`config.mk`:
```
export PLATFORM = sky130hd
export DESIGN_NAME = uart_tx_arbiter_flat
export DESIGN_NICKNAME = d
export VERILOG_FILES = /design/src/rtl/uart_tx_arbiter_if.sv /design/src/rtl/uart_tx_arbiter.sv /design/src/flat_wrapper.sv
export SDC_FILE = /design/constraint.sdc
export NUM_CORES = 1
export LEC_CHECK = 0
export ABC_AREA = 1
export CAP_MARGIN = 25
export CORE_ASPECT_RATIO = 1.25
export CORE_MARGIN = 2
export CORE_UTILIZATION = 40
export DETAILED_ROUTE_END_ITERATION = 7
export SLEW_MARGIN = 30
export SYNTH_ARGS = -nofsm -noshare
export SYNTH_HDL_FRONTEND = slang
export SYNTH_SLANG_ARGS = --single-unit
```
`constraint.sdc`:
```
create_clock -name clk -period 4 [get_ports clk]
set_input_delay 0.4 -clock clk [delete_from_list [all_inputs] [get_ports clk]]
set_output_delay 0.4 -clock clk [all_outputs]
set_load 0.005 [all_outputs]
```
`src/rtl/uart_tx_arbiter_if.sv`:
```
// Handshake bundle between the character sources, the arbiter and the serial transmitter.
// The master modport is the source/transmitter side; the slave modport is the arbiter.
interface uart_tx_arbiter_if #(
  parameter int unsigned NREQ = 4
);
  logic [NREQ-1:0]   req_valid;
  logic [7*NREQ-1:0] req_data;
  logic [NREQ-1:0]   req_ready;
  logic [NREQ-1:0]   grant;
  logic              tx_load;
  logic [6:0]        tx_data;
  logic              tx_ready;
  logic              busy;

  modport master (
    output req_valid, req_data, tx_ready,
    input  req_ready, grant, tx_load, tx_data, busy
  );

  modport slave (
    input  req_valid, req_data, tx_ready,
    output req_ready, grant, tx_load, tx_data, busy
  );
endinterface

```
`src/rtl/uart_tx_arbiter.sv`:
```
// Round-robin arbiter sharing one 7-bit serial transmitter among NREQ character sources.
// A granted source keeps the transmitter until it sends LF or idles for LOCK_TIMEOUT cycles.
module uart_tx_arbiter #(
  parameter int unsigned NREQ         = 4,
  parameter int unsigned LOCK_TIMEOUT = 16'hFFFF,
  parameter bit          LOCK_EN      = 1'b1
) (
  input  logic               clk,
  input  logic               rst_n,
  uart_tx_arbiter_if.slave   bus
);

  localparam int unsigned IdxW    = (NREQ > 1) ? $clog2(NREQ) : 1;
  localparam logic [6:0]  CharLf  = 7'h0A;
  localparam logic [15:0] CntLast = 16'(LOCK_TIMEOUT - 1);

  typedef enum logic [1:0] {StIdle, StSend, StSettle, StWait} state_e;

  state_e            state_q, state_d;
  logic [IdxW-1:0]   owner_q, owner_d;
  logic [IdxW-1:0]   last_q, last_d;
  logic [NREQ-1:0]   grant_q, grant_d;
  logic [15:0]       cnt_q, cnt_d;
  logic [6:0]        char_q, char_d;

  logic              pick_found;
  logic [IdxW-1:0]   pick_idx;
  logic [IdxW-1:0]   cand;
  logic              owner_valid;
  logic [6:0]        owner_char;
  logic              accept;

  // Search last+1, last+2, ... so the previous owner ends up with the lowest priority.
  always_comb begin
    pick_found = 1'b0;
    pick_idx   = '0;
    cand       = '0;
    for (int unsigned i = 1; i <= NREQ; i++) begin
      cand = IdxW'((32'(last_q) + i) % NREQ);
      if (!pick_found && bus.req_valid[cand]) begin
        pick_found = 1'b1;
        pick_idx   = cand;
      end
    end
  end

  always_comb begin
    owner_valid = 1'b0;
    owner_char  = '0;
    for (int unsigned i = 0; i < NREQ; i++) begin
      if (owner_q == IdxW'(i)) begin
        owner_valid = bus.req_valid[i];
        owner_char  = bus.req_data[7*i +: 7];
      end
    end
  end

  always_comb begin
    state_d = state_q;
    owner_d = owner_q;
    last_d  = last_q;
    grant_d = grant_q;
    cnt_d   = cnt_q;
    char_d  = char_q;
    accept  = 1'b0;

    unique case (state_q)
      StIdle: begin
        if (pick_found) begin
          owner_d = pick_idx;
          grant_d = NREQ'(1) << pick_idx;
          cnt_d   = '0;
          state_d = StSend;
        end
      end
      StSend: begin
        if (bus.tx_ready && owner_valid) begin
          accept  = 1'b1;
          char_d  = owner_char;
          cnt_d   = '0;
          state_d = StSettle;
        end else if (!owner_valid) begin
          if (cnt_q == CntLast) begin
            grant_d = '0;
            last_d  = owner_q;
            state_d = StIdle;
          end else begin
            cnt_d = cnt_q + 16'd1;
          end
        end
      end
      // One dead cycle so the transmitter can drop tx_ready before we look at it again.
      StSettle: state_d = StWait;
      StWait: begin
        if (bus.tx_ready) begin
          if (!LOCK_EN || (char_q == CharLf)) begin
            grant_d = '0;
            last_d  = owner_q;
            state_d = StIdle;
          end else begin
            cnt_d   = '0;
            state_d = StSend;
          end
        end
      end
      default: state_d = StIdle;
    endcase
  end

  always_ff @(posedge clk or negedge rst_n) begin
    if (!rst_n) begin
      state_q <= StIdle;
      owner_q <= '0;
      last_q  <= IdxW'(NREQ - 1);
      grant_q <= '0;
      cnt_q   <= '0;
      char_q  <= '0;
    end else begin
      state_q <= state_d;
      owner_q <= owner_d;
      last_q  <= last_d;
      grant_q <= grant_d;
      cnt_q   <= cnt_d;
      char_q  <= char_d;
    end
  end

  assign bus.tx_load   = accept;
  assign bus.tx_data   = accept ? owner_char : 7'h00;
  assign bus.req_ready = accept ? grant_q : '0;
  assign bus.grant     = grant_q;
  assign bus.busy      = (state_q != StIdle);

endmodule

```
`src/flat_wrapper.sv`:
```
// flat-port wrapper written by rule: the top's interface ports become plain ports
module uart_tx_arbiter_flat 
#(
  parameter int unsigned NREQ         = 4,
  parameter int unsigned LOCK_TIMEOUT = 16'hFFFF,
  parameter bit          LOCK_EN      = 1'b1
)
  (clk, rst_n, bus_req_valid, bus_req_data, bus_tx_ready, bus_req_ready, bus_grant, bus_tx_load, bus_tx_data, bus_busy);
  uart_tx_arbiter_if #(.NREQ(NREQ)) bus_i ();
  input  logic clk;
  input  logic rst_n;
  input wire logic [$bits(bus_i.req_valid)-1:0] bus_req_valid;
  input wire logic [$bits(bus_i.req_data)-1:0] bus_req_data;
  input wire logic [$bits(bus_i.tx_ready)-1:0] bus_tx_ready;
  output wire logic [$bits(bus_i.req_ready)-1:0] bus_req_ready;
  output wire logic [$bits(bus_i.grant)-1:0] bus_grant;
  output wire logic [$bits(bus_i.tx_load)-1:0] bus_tx_load;
  output wire logic [$bits(bus_i.tx_data)-1:0] bus_tx_data;
  output wire logic [$bits(bus_i.busy)-1:0] bus_busy;
  assign bus_i.req_valid = bus_req_valid;
  assign bus_i.req_data = bus_req_data;
  assign bus_i.tx_ready = bus_tx_ready;
  assign bus_req_ready = bus_i.req_ready;
  assign bus_grant = bus_i.grant;
  assign bus_tx_load = bus_i.tx_load;
  assign bus_tx_data = bus_i.tx_data;
  assign bus_busy = bus_i.busy;
  uart_tx_arbiter #(.NREQ(NREQ), .LOCK_TIMEOUT(LOCK_TIMEOUT), .LOCK_EN(LOCK_EN)) u_core (.clk(clk), .rst_n(rst_n), .bus(bus_i));
endmodule
```
==> metrics, run 1 <==
result of the run=finished clean; distinct cell type count of the synthesized netlist=37; final RePlAce weighted congestion=0.849; Port Buf Inserts=51; number of search-and-repair iterations in the first detailed-routing pass=4; Post-DP HPWL=4950 um; setup slack, reg-to-reg=1.86 ns; worst min-delay path category=flip-flop to flip-flop; clock network latency to the later pin of the worst-skew pair=0.29 ns; critical path capture point type=output port; CP bufs+invs=3; number of failing setup endpoints in the final timing report=0; Crit path required time=3.60 ns; crit path max fanout=16; number of buffers created by CTS=5; biggest cell delay along the critical path=0.59 ns; shortest clock period the worst path allows after layout=2.90 ns; effective utilization at floorplan=41.6%; via count=2638; DRT antenna net count=0; total number of clock tree sinks=33; CP Depth=9; Top Usage Layer GRT=met2; fraction of layout cells with a size suffix above 1=10.4%; total routing usage reported by global routing=19.1%; Max Buffers Root-to-Sink=2; launching instance or port of the critical path=u_core.owner_q[1]$_DFFE_PN0P_; Chip Width=76.1 um; Worst Max-Slew Pin Slew=0.531 ns; vertical extent of the die=94.1 um; endpoint of the most critical register-to-register path=u_core.cnt_q[9]$_DFFE_PN0P_; hold buffer count at cts=0; Resized cells post-CTS=0; Iter 0 DRT Violations=85; Post-Route Skew=0.00601 ns; worst-case hold slack=0.472 ns; Reg power frac=28.3%; most used cell along the critical path=sky130_fd_sc_hd__nand2_2; #FFs+latches synth=33; number of fill cells in the layout=685; Reg2Reg Depth=11; via density per instance=4.91; initial antenna violation count=0; Final #Nets=489; cells along the critical path=nand2_2 -> clkinv_1 -> nand2_1 -> nand2_2 -> nand2_4 -> nor2_4 -> inv_2 -> nor2_1 -> clkdlybuf4s50_1; areal power density over the cells=575 nW/um2; normalized max-slew margin=64.5%; final wirelength=6360 um; most common flop cell mapped by yosys=sky130_fd_sc_hd__dfrtp_1; CTS HTree Levels=2; DRC violations left=0; highest clock frequency the design can meet=345 MHz; static leakage=1.60 nW; global-route wire length before repair=11200 um; Fin. Hold Viols=0; post-synthesis instance area=2600 um2; P_sw=0.913 mW; area of the die=7160 um2; max-cap violation count=0; clock-pin slew on the worst setup and hold paths=0.07 ns; kind of cell with the highest combined delay on the critical path=buffers and inverters; Combinational Power Share=57.7%; share of async-settable or async-resettable flops after synthesis=100%; fraction of power spent switching nets=49.3%; cell-internal power=0.941 mW; number of global-route vias before repair=2524; setup TNS after final layout=0 ns; I/O pin count=52; critical path launch point type=flip-flop; Std-Cell Rows=32; Clock Tree Root=sky130_fd_sc_hd__clkbuf_8; Syn. warnings=0; total nets after synthesis=440; crit path to=bus_req_ready[0]; gate count after technology mapping=403; final antenna diode count=0; Critical Setup Path Class=flip-flop to output port; met1 track demand over resource=20.8%; most frequent cells in the layout=144 x sky130_fd_sc_hd__nand2_1, 52 x sky130_fd_sc_hd__nand3_1, 51 x sky130_fd_sc_hd__clkdlybuf4s50_1; maximum number of pins on one net before global-route repair=34; Syn-to-layout area delta=24.3%; met3 layer usage reported by global route=3.94%; met2 demand-to-capacity share in global routing=36.8%; fin crit share=72.5%; Final Slew Violations=0; GRT Residual Overflow=0; CTS tree=built; total core area=6250 um2; setup bufs post-CTS=0; cell with the biggest individual delay on the critical path=sky130_fd_sc_hd__dfrtp_1; start of the worst register-to-register path=u_core.owner_q[1]$_DFFE_PN0P_; setup repair after global routing missed its margin=no; part of the Yosys area used for sequential elements=31.9%; Post-Syn Area per Cell=6.44 um2; arrival time of the worst setup path=2.50 ns; number of synthesized flops with an enable pin=0; leading cell type in the layout, fill and taps excluded=sky130_fd_sc_hd__nand2_1; final routed wire length divided by cell count=11.8 um; relative contribution of the clock network to total power=14.0%; highest ir drop seen on vdd=0.267 mV
==> state kept, by name, summed over array words and instances, names as in the netlist, named ones only <==
name,cells
u_core.char_q,7
u_core.owner_q,2
u_core.bus.grant,4
u_core.state_q,1
u_core.last_q,2
u_core.cnt_q,16
==> Yosys cell counts, types with 3 or more instances <==
cell	count	area share [%]
sky130_fd_sc_hd__nand2_2	16	3.9
sky130_fd_sc_hd__inv_1	38	5.5
sky130_fd_sc_hd__buf_2	3	0.58
sky130_fd_sc_hd__nand2_1	144	21
sky130_fd_sc_hd__dfrtp_1	31	30
sky130_fd_sc_hd__nand4_1	10	2.4
sky130_fd_sc_hd__buf_6	3	1.3
sky130_fd_sc_hd__or2_2	3	0.72
sky130_fd_sc_hd__nor2_4	3	1.3
sky130_fd_sc_hd__nand3_1	52	10
sky130_fd_sc_hd__nor2_1	39	5.6
sky130_fd_sc_hd__nor3_1	3	0.58
sky130_fd_sc_hd__o21ai_0	23	4.4
sky130_fd_sc_hd__inv_2	3	0.43
==> worst min path at each step <==
stage                                 start                      endpoint  slack, ns  depth (start not counted)
6_report       u_core.char_q[1]$_DFFE_PN0P_  u_core.char_q[1]$_DFFE_PN0P_       0.47                          2
3_5_place_dp   u_core.char_q[1]$_DFFE_PN0P_  u_core.char_q[1]$_DFFE_PN0P_       0.46                          2
3_3_place_gp   u_core.char_q[1]$_DFFE_PN0P_  u_core.char_q[1]$_DFFE_PN0P_       0.46                          2
5_1_grt        u_core.char_q[1]$_DFFE_PN0P_  u_core.char_q[1]$_DFFE_PN0P_       0.49                          2
2_1_floorplan                         rst_n    asynchronous set/reset pin       0.10                          0
4_1_cts        u_core.char_q[1]$_DFFE_PN0P_  u_core.char_q[1]$_DFFE_PN0P_       0.48                          2
==> metal layers <==
layer  routed length (um)  up-vias
met5                    0        -
met4                   89        0
met3                  355        7
met2                 3290       69
met1                 2630     1191
li1                     -     1371
==> cell families (layout without fill, tap and decap cells) <==
group / Yosys count / in the layout / synth area share (%)
AO/OA/AOI/OAI: 29 / 29 / 6.12
XOR/XNOR: 3 / 3 / 1.01
adder cells (fa/ha/maj): 2 / 2 / 0.964
buffers and inverters: 55 / 104 / 10.1
flip-flops: 33 / 33 / 31.9
AND/OR/NAND/NOR: 281 / 281 / 49.9
==> stage by stage <==
step	utilization, %	setup slack, ns	power, mW	area (um2)	std cells
floorplan	-	2.19	1.36	2600	403
global placement	50.2	1.22	1.61	3140	530
detailed placement	50.2	1.19	1.62	3140	530
CTS	51.7	1.06	1.88	3230	537
global route	51.7	0.872	2.05	3230	537
finish	51.7	1.10	1.85	3230	537
==> power groups by stage <==
stage	clock network, mW	registers [mW]	logic (mW)
2_1_floorplan	0	0.484	0.873
3_3_place_gp	0	0.529	1.08
3_5_place_dp	0	0.531	1.08
4_1_cts	0.269	0.527	1.09
5_1_grt	0.283	0.540	1.23
6_report	0.260	0.524	1.07
==> cell type report <==
cell class | count | area [um2] | area share, %
multi-input combinational | 315 | 1510 | 46.7
sequential | 33 | 828 | 25.7
timing repair buffer | 53 | 526 | 16.3
inverter | 44 | 170 | 5.27
tap | 85 | 106 | 3.30
clock buffer | 6 | 82.6 | 2.56
clock inverter | 1 | 7.51 | 0.233
==> tightest hold or removal path, delay by kind of cell (launching register included) <==
family / cells / cell delay, ns
flip-flops: 1 / 0.34
AND/OR/NAND/NOR: 2 / 0.09
(Power assumes the default switching activity.)
==> run 2, diff against run 1 <==
==> constraint.sdc (replaced) <==
create_clock -name clk -period 2.9 [get_ports clk]
set_input_delay 0.29 -clock clk [delete_from_list [all_inputs] [get_ports clk]]
set_output_delay 0.29 -clock clk [all_outputs]
set_load 0.005 [all_outputs]
==> metrics, run 2 (synthesis results as in run 1) <==
number of global-route vias before repair=2506 (was 2524); clock network latency to the later pin of the worst-skew pair=0.29 ns (about the same); DRC violations left=0 (unchanged); max-cap violation count=0 (unchanged); CTS tree=built (unchanged); setup bufs post-CTS=0 (unchanged); worst min-delay path category=input port to asynchronous set/reset pin (was flip-flop to flip-flop); Chip Width=76.1 um (unchanged); setup repair after global routing missed its margin=no (unchanged); Crit path required time=2.61 ns (was 3.60 ns); setup TNS after final layout=0 ns (unchanged); crit path max fanout=16 (unchanged); initial antenna violation count=0 (unchanged); arrival time of the worst setup path=2.37 ns (was 2.50 ns); fin crit share=91.8%; critical path capture point type=output port (unchanged); number of placed cells counting well taps=533 (was 530); clock-pin slew on the worst setup and hold paths=0.07 ns (about the same); Port Buf Inserts=51 (unchanged); areal power density over the cells=800 nW/um2 (was 575 nW/um2); final antenna diode count=0 (unchanged); number of search-and-repair iterations in the first detailed-routing pass=4 (unchanged); largest register by flop count=u_core.cnt_q (unchanged); via count=2573 (was 2638); shortest clock period the worst path allows after layout=2.66 ns; total number of clock tree sinks=33 (unchanged); Critical Setup Path Class=flip-flop to output port (unchanged); final routed wire length divided by cell count=11.9 um (was 11.8 um); post-route non-filler standard cell count=541 (was 537); Post-Route Skew=0.00680 ns (was 0.00601 ns); Max Buffers Root-to-Sink=2 (unchanged); final wirelength=6460 um (was 6360 um); Clock Tree Root=sky130_fd_sc_hd__clkbuf_8 (unchanged); Iter 0 DRT Violations=89 (was 85); max FFs per register=16 (unchanged); Post-DP HPWL=5000 um (was 4950 um); total routing usage reported by global routing=19.4% (was 19.1%); critical path launch point type=flip-flop (unchanged); total core area=6250 um2 (unchanged); result of the run=finished clean (unchanged); maximum number of pins on one net before global-route repair=34 (unchanged); Fin. Hold Viols=0 (unchanged); vertical extent of the die=94.1 um (unchanged); area of the die=7160 um2 (unchanged); highest ir drop seen on vdd=0.377 mV (was 0.267 mV); Std-Cell Rows=32 (unchanged); hold buffer count at cts=0 (unchanged); global-route wire length before repair=11100 um (was 11200 um); fraction of layout cells with a size suffix above 1=10.7% (was 10.4%); DRT antenna net count=0 (unchanged); power after layout=2.60 mW (was 1.85 mW); final RePlAce weighted congestion=0.870 (was 0.849); leading cell type in the layout, fill and taps excluded=sky130_fd_sc_hd__nand2_1 (unchanged); effective utilization at floorplan=41.6% (unchanged); Worst Max-Slew Pin Slew=0.432 ns (was 0.531 ns); static leakage=1.62 nW (was 1.60 nW); Final Slew Violations=0 (unchanged); normalized max-slew margin=71.2% (was 64.5%); Resized cells post-CTS=0 (unchanged); via density per instance=4.76 (was 4.91); GRT Residual Overflow=0 (unchanged); highest clock frequency the design can meet=376 MHz; Syn-to-layout area delta=25.2% (was 24.3%); I/O pin count=52 (unchanged); most frequent cells in the layout=144 x sky130_fd_sc_hd__nand2_1, 52 x sky130_fd_sc_hd__nand3_1, 51 x sky130_fd_sc_hd__clkdlybuf4s50_1 (unchanged); CTS HTree Levels=2 (unchanged); Final #Nets=492 (was 489); number of failing setup endpoints in the final timing report=0 (unchanged); number of buffers created by CTS=5 (unchanged)
## run 2: cell types whose count changed in the layout (fill, tap and decap cells not counted), sizes merged
| cell | change |
|---|---|
| buf | +3 |
| clkbuf | +2 |
| clkinvlp | -1 |
## run 2: worst paths after layout
check | start | end | slack [ns] | cells past startpoint
worst max-delay path | u_core.owner_q[0]$_DFFE_PN0P_ | bus_req_ready[1] | 0.24 | 9
worst min-delay path | rst_n | u_core.cnt_q[0]$_DFFE_PN0P_ | 0.39 | 2
worst max register to register | u_core.owner_q[0]$_DFFE_PN0P_ | u_core.cnt_q[12]$_DFFE_PN0P_ | 0.89 | 11
worst min register to register | u_core.char_q[4]$_DFFE_PN0P_ | u_core.char_q[4]$_DFFE_PN0P_ | 0.47 | 2
max in group asynchronous | rst_n | u_core.last_q[1]$_DFFE_PN1P_ | 2.15 | 2
min in group clk | u_core.char_q[4]$_DFFE_PN0P_ | u_core.char_q[4]$_DFFE_PN0P_ | 0.47 | 2
## run 2: stage by stage
| step | util [%] | instance area (um2) | hold WS (ns) | worst slack, ns |
|---|---|---|---|---|
| after floorplan | - | 2600 | -0.00559 | 1.17 |
| after global placement | 50.6 | 3160 | 0.462 | 0.342 |
| after detailed placement | 50.6 | 3160 | 0.461 | 0.325 |
| after CTS | 52.0 | 3250 | 0.418 | 0.207 |
| after global routing | 52.0 | 3250 | 0.442 | 0.0359 |
| final | 52.0 | 3250 | 0.392 | 0.237 |
## run 2: layout make-up
class                   instances  area, um2
well taps                      85        106
flip-flops and latches         33        828
repair buffers                 56        548
inverters                      44        170
fillers                       674       3000
multi-input cells             315       1510
clock buffers                   8       90.1
## run 2: critical path, stage by stage (launching register included)
cell	delay [ns]
sky130_fd_sc_hd__dfrtp_1	0.49
sky130_fd_sc_hd__nand2_2	0.14
sky130_fd_sc_hd__clkinv_1	0.13
sky130_fd_sc_hd__nand2_1	0.07
sky130_fd_sc_hd__nand2_2	0.11
sky130_fd_sc_hd__nand2_4	0.15
sky130_fd_sc_hd__nor2_4	0.20
sky130_fd_sc_hd__inv_2	0.16
sky130_fd_sc_hd__nor2_1	0.11
sky130_fd_sc_hd__clkdlybuf4s50_1	0.51
## run 2: per-layer routing
layer	GRT usage (%)	share of wire (%)	vias to the layer above
met5	0	0	-
met3	4.52	5.7	9
met4	9.24	1.8	0
met1	19.5	41	1126
li1	-	-	1374
met2	37.7	51	64
## run 2: power by group
| group | total, mW | internal [mW] | switching, mW |
|---|---|---|---|
| clock | 0.365 | 0.194 | 0.171 |
| sequential | 0.728 | 0.590 | 0.138 |
| combinational | 1.50 | 0.547 | 0.957 |
==> run 3, diff against run 2 <==
--- a/config.mk
+++ b/config.mk
@@ -6,8 +6,9 @@
 export NUM_CORES = 1
 export LEC_CHECK = 0
 export ABC_AREA = 1
+export ABC_CLOCK_PERIOD_IN_PS = 2900
 export CAP_MARGIN = 25
-export CORE_ASPECT_RATIO = 1.25
+export CORE_ASPECT_RATIO = 0.9
 export CORE_MARGIN = 2
 export CORE_UTILIZATION = 40
 export DETAILED_ROUTE_END_ITERATION = 7
==> metrics, run 3 (synthesis results as in run 1) <==
total core area=6180 um2 (was 6250 um2); I/O pin count=52 (unchanged); crit path max fanout=16 (unchanged); Post-Route Skew=0.0103 ns (was 0.00680 ns); largest register by flop count=u_core.cnt_q (unchanged); total number of clock tree sinks=33 (unchanged); leading cell type in the layout, fill and taps excluded=sky130_fd_sc_hd__nand2_1 (unchanged); Clock Tree Root=sky130_fd_sc_hd__clkbuf_8 (unchanged); final RePlAce weighted congestion=0.849 (was 0.870); number of search-and-repair iterations in the first detailed-routing pass=4 (unchanged); start of the worst register-to-register path=u_core.owner_q[0]$_DFFE_PN0P_ (unchanged); area post-placement=3150 um2 (was 3160 um2); clock-pin slew on the worst setup and hold paths=0.07 ns (about the same); max-cap violation count=0 (unchanged); hold buffer count at cts=0 (unchanged); Port Buf Inserts=51 (unchanged); vertical extent of the die=80.4 um (was 94.1 um); final wirelength=6490 um (was 6460 um); biggest cell delay along the critical path=0.50 ns (was 0.51 ns); setup repair after global routing missed its margin=no (unchanged); normalized max-slew margin=64.5% (was 71.2%); Iter 0 DRT Violations=168 (was 89); launching instance or port of the critical path=u_core.owner_q[0]$_DFFE_PN0P_ (unchanged); DRC violations left=0 (unchanged); static leakage=1.63 nW (was 1.62 nW); shortest clock period the worst path allows after layout=2.65 ns (was 2.66 ns); fin crit share=91.5% (was 91.8%); DRT antenna net count=0 (unchanged); via count=2595 (was 2573); Final #Nets=491 (was 492); highest clock frequency the design can meet=377 MHz (was 376 MHz); power after layout=2.68 mW (was 2.60 mW); areal power density over the cells=819 nW/um2 (was 800 nW/um2); total routing usage reported by global routing=20.1% (was 19.4%); number of failing setup endpoints in the final timing report=0 (unchanged); most used cell along the critical path=sky130_fd_sc_hd__nand2_2 (unchanged); CP bufs+invs=3 (unchanged); GRT Residual Overflow=0 (unchanged); max FFs per register=16 (unchanged); setup TNS after final layout=0 ns (unchanged); final antenna diode count=0 (unchanged); Max Buffers Root-to-Sink=2 (unchanged); Syn-to-layout area delta=26.1% (was 25.2%); most frequent cells in the layout=144 x sky130_fd_sc_hd__nand2_1, 52 x sky130_fd_sc_hd__nand3_1, 51 x sky130_fd_sc_hd__clkdlybuf4s50_1 (unchanged); effective utilization at floorplan=42.0% (was 41.6%); critical path launch point type=flip-flop (unchanged); Std-Cell Rows=27 (was 32); Chip Width=88.9 um (was 76.1 um); number of buffers created by CTS=5 (unchanged); global-route wire length before repair=11300 um (was 11100 um); via density per instance=4.79 (was 4.76); Post-DP HPWL=4970 um (was 5000 um); result of the run=finished clean (unchanged); CTS HTree Levels=2 (unchanged); number of global-route vias before repair=2444 (was 2506); setup bufs post-CTS=0 (unchanged); Worst Max-Slew Pin Slew=0.532 ns (was 0.432 ns); initial antenna violation count=0 (unchanged); area of the die=7150 um2 (was 7160 um2); clock network latency to the later pin of the worst-skew pair=0.29 ns (about the same); cells along the critical path=nand2_2 -> clkinv_1 -> nand2_1 -> nand2_2 -> nand2_4 -> nor2_4 -> inv_2 -> nor2_1 -> clkdlybuf4s50_1 (unchanged); final design instance area without fill=3270 um2 (was 3250 um2); Fin. Hold Viols=0 (unchanged); Final Slew Violations=0 (unchanged); highest ir drop seen on vdd=0.502 mV (was 0.377 mV); kind of cell with the highest combined delay on the critical path=buffers and inverters (unchanged); Critical Setup Path Class=flip-flop to output port (unchanged); final routed wire length divided by cell count=12.0 um (was 11.9 um); CTS tree=built (unchanged); Crit path required time=2.61 ns (about the same); cell with the biggest individual delay on the critical path=sky130_fd_sc_hd__clkdlybuf4s50_1 (unchanged); Resized cells post-CTS=0 (unchanged); critical path capture point type=output port (unchanged); number of fill cells in the layout=627 (was 674); arrival time of the worst setup path=2.36 ns (was 2.37 ns); worst min-delay path category=input port to asynchronous set/reset pin (unchanged); fraction of layout cells with a size suffix above 1=11.0% (was 10.7%); maximum number of pins on one net before global-route repair=34 (unchanged); fin util=53.0% (was 52.0%)
[run 3: power by group]
group          switching [mW]  internal [mW]
combinational           0.960          0.536
sequential              0.139          0.590
clock                   0.177          0.279
total                    1.28           1.41
[run 3: through the flow]
step	hold slack (ns)	setup WS (ns)	cells
after floorplan	-0.00559	1.17	403
after global placement	0.464	0.347	534
after CTS	0.428	0.202	542
after detailed placement	0.460	0.298	534
final	0.408	0.247	542
after global routing	0.455	0.0362	542
[run 3: path summary, 6_finish.rpt]
| check | slack [ns] | to | cells after the start |
|---|---|---|---|
| worst max-delay path | 0.25 | bus_req_ready[1] | 9 |
| worst min-delay path | 0.41 | u_core.char_q[1]$_DFFE_PN0P_ | 2 |
| worst max register to register | 0.92 | u_core.cnt_q[10]$_DFFE_PN0P_ | 11 |
| worst min register to register | 0.48 | u_core.char_q[1]$_DFFE_PN0P_ | 2 |
| max in group asynchronous | 2.15 | u_core.last_q[1]$_DFFE_PN1P_ | 2 |
| min in group clk | 0.48 | u_core.char_q[1]$_DFFE_PN0P_ | 2 |
[run 3: routing by layer]
layer / global-route usage, % / up-vias / part of all wire, %
met4: 3.64 / 0 / 0.55
met5: 0 / - / 0
met1: 28.5 / 1169 / 51
met3: 3.80 / 4 / 3.9
li1: - / 1384 / -
met2: 31.8 / 38 / 44
[run 3: final cells by class]
class / count / area [um2] / share of cell area [%]
multi-input combinational: 315 / 1510 / 46.0
timing repair buffer: 55 / 541 / 16.5
tap: 87 / 109 / 3.32
sequential: 33 / 828 / 25.3
clock inverter: 2 / 37.5 / 1.15
inverter: 44 / 170 / 5.20
clock buffer: 6 / 82.6 / 2.52
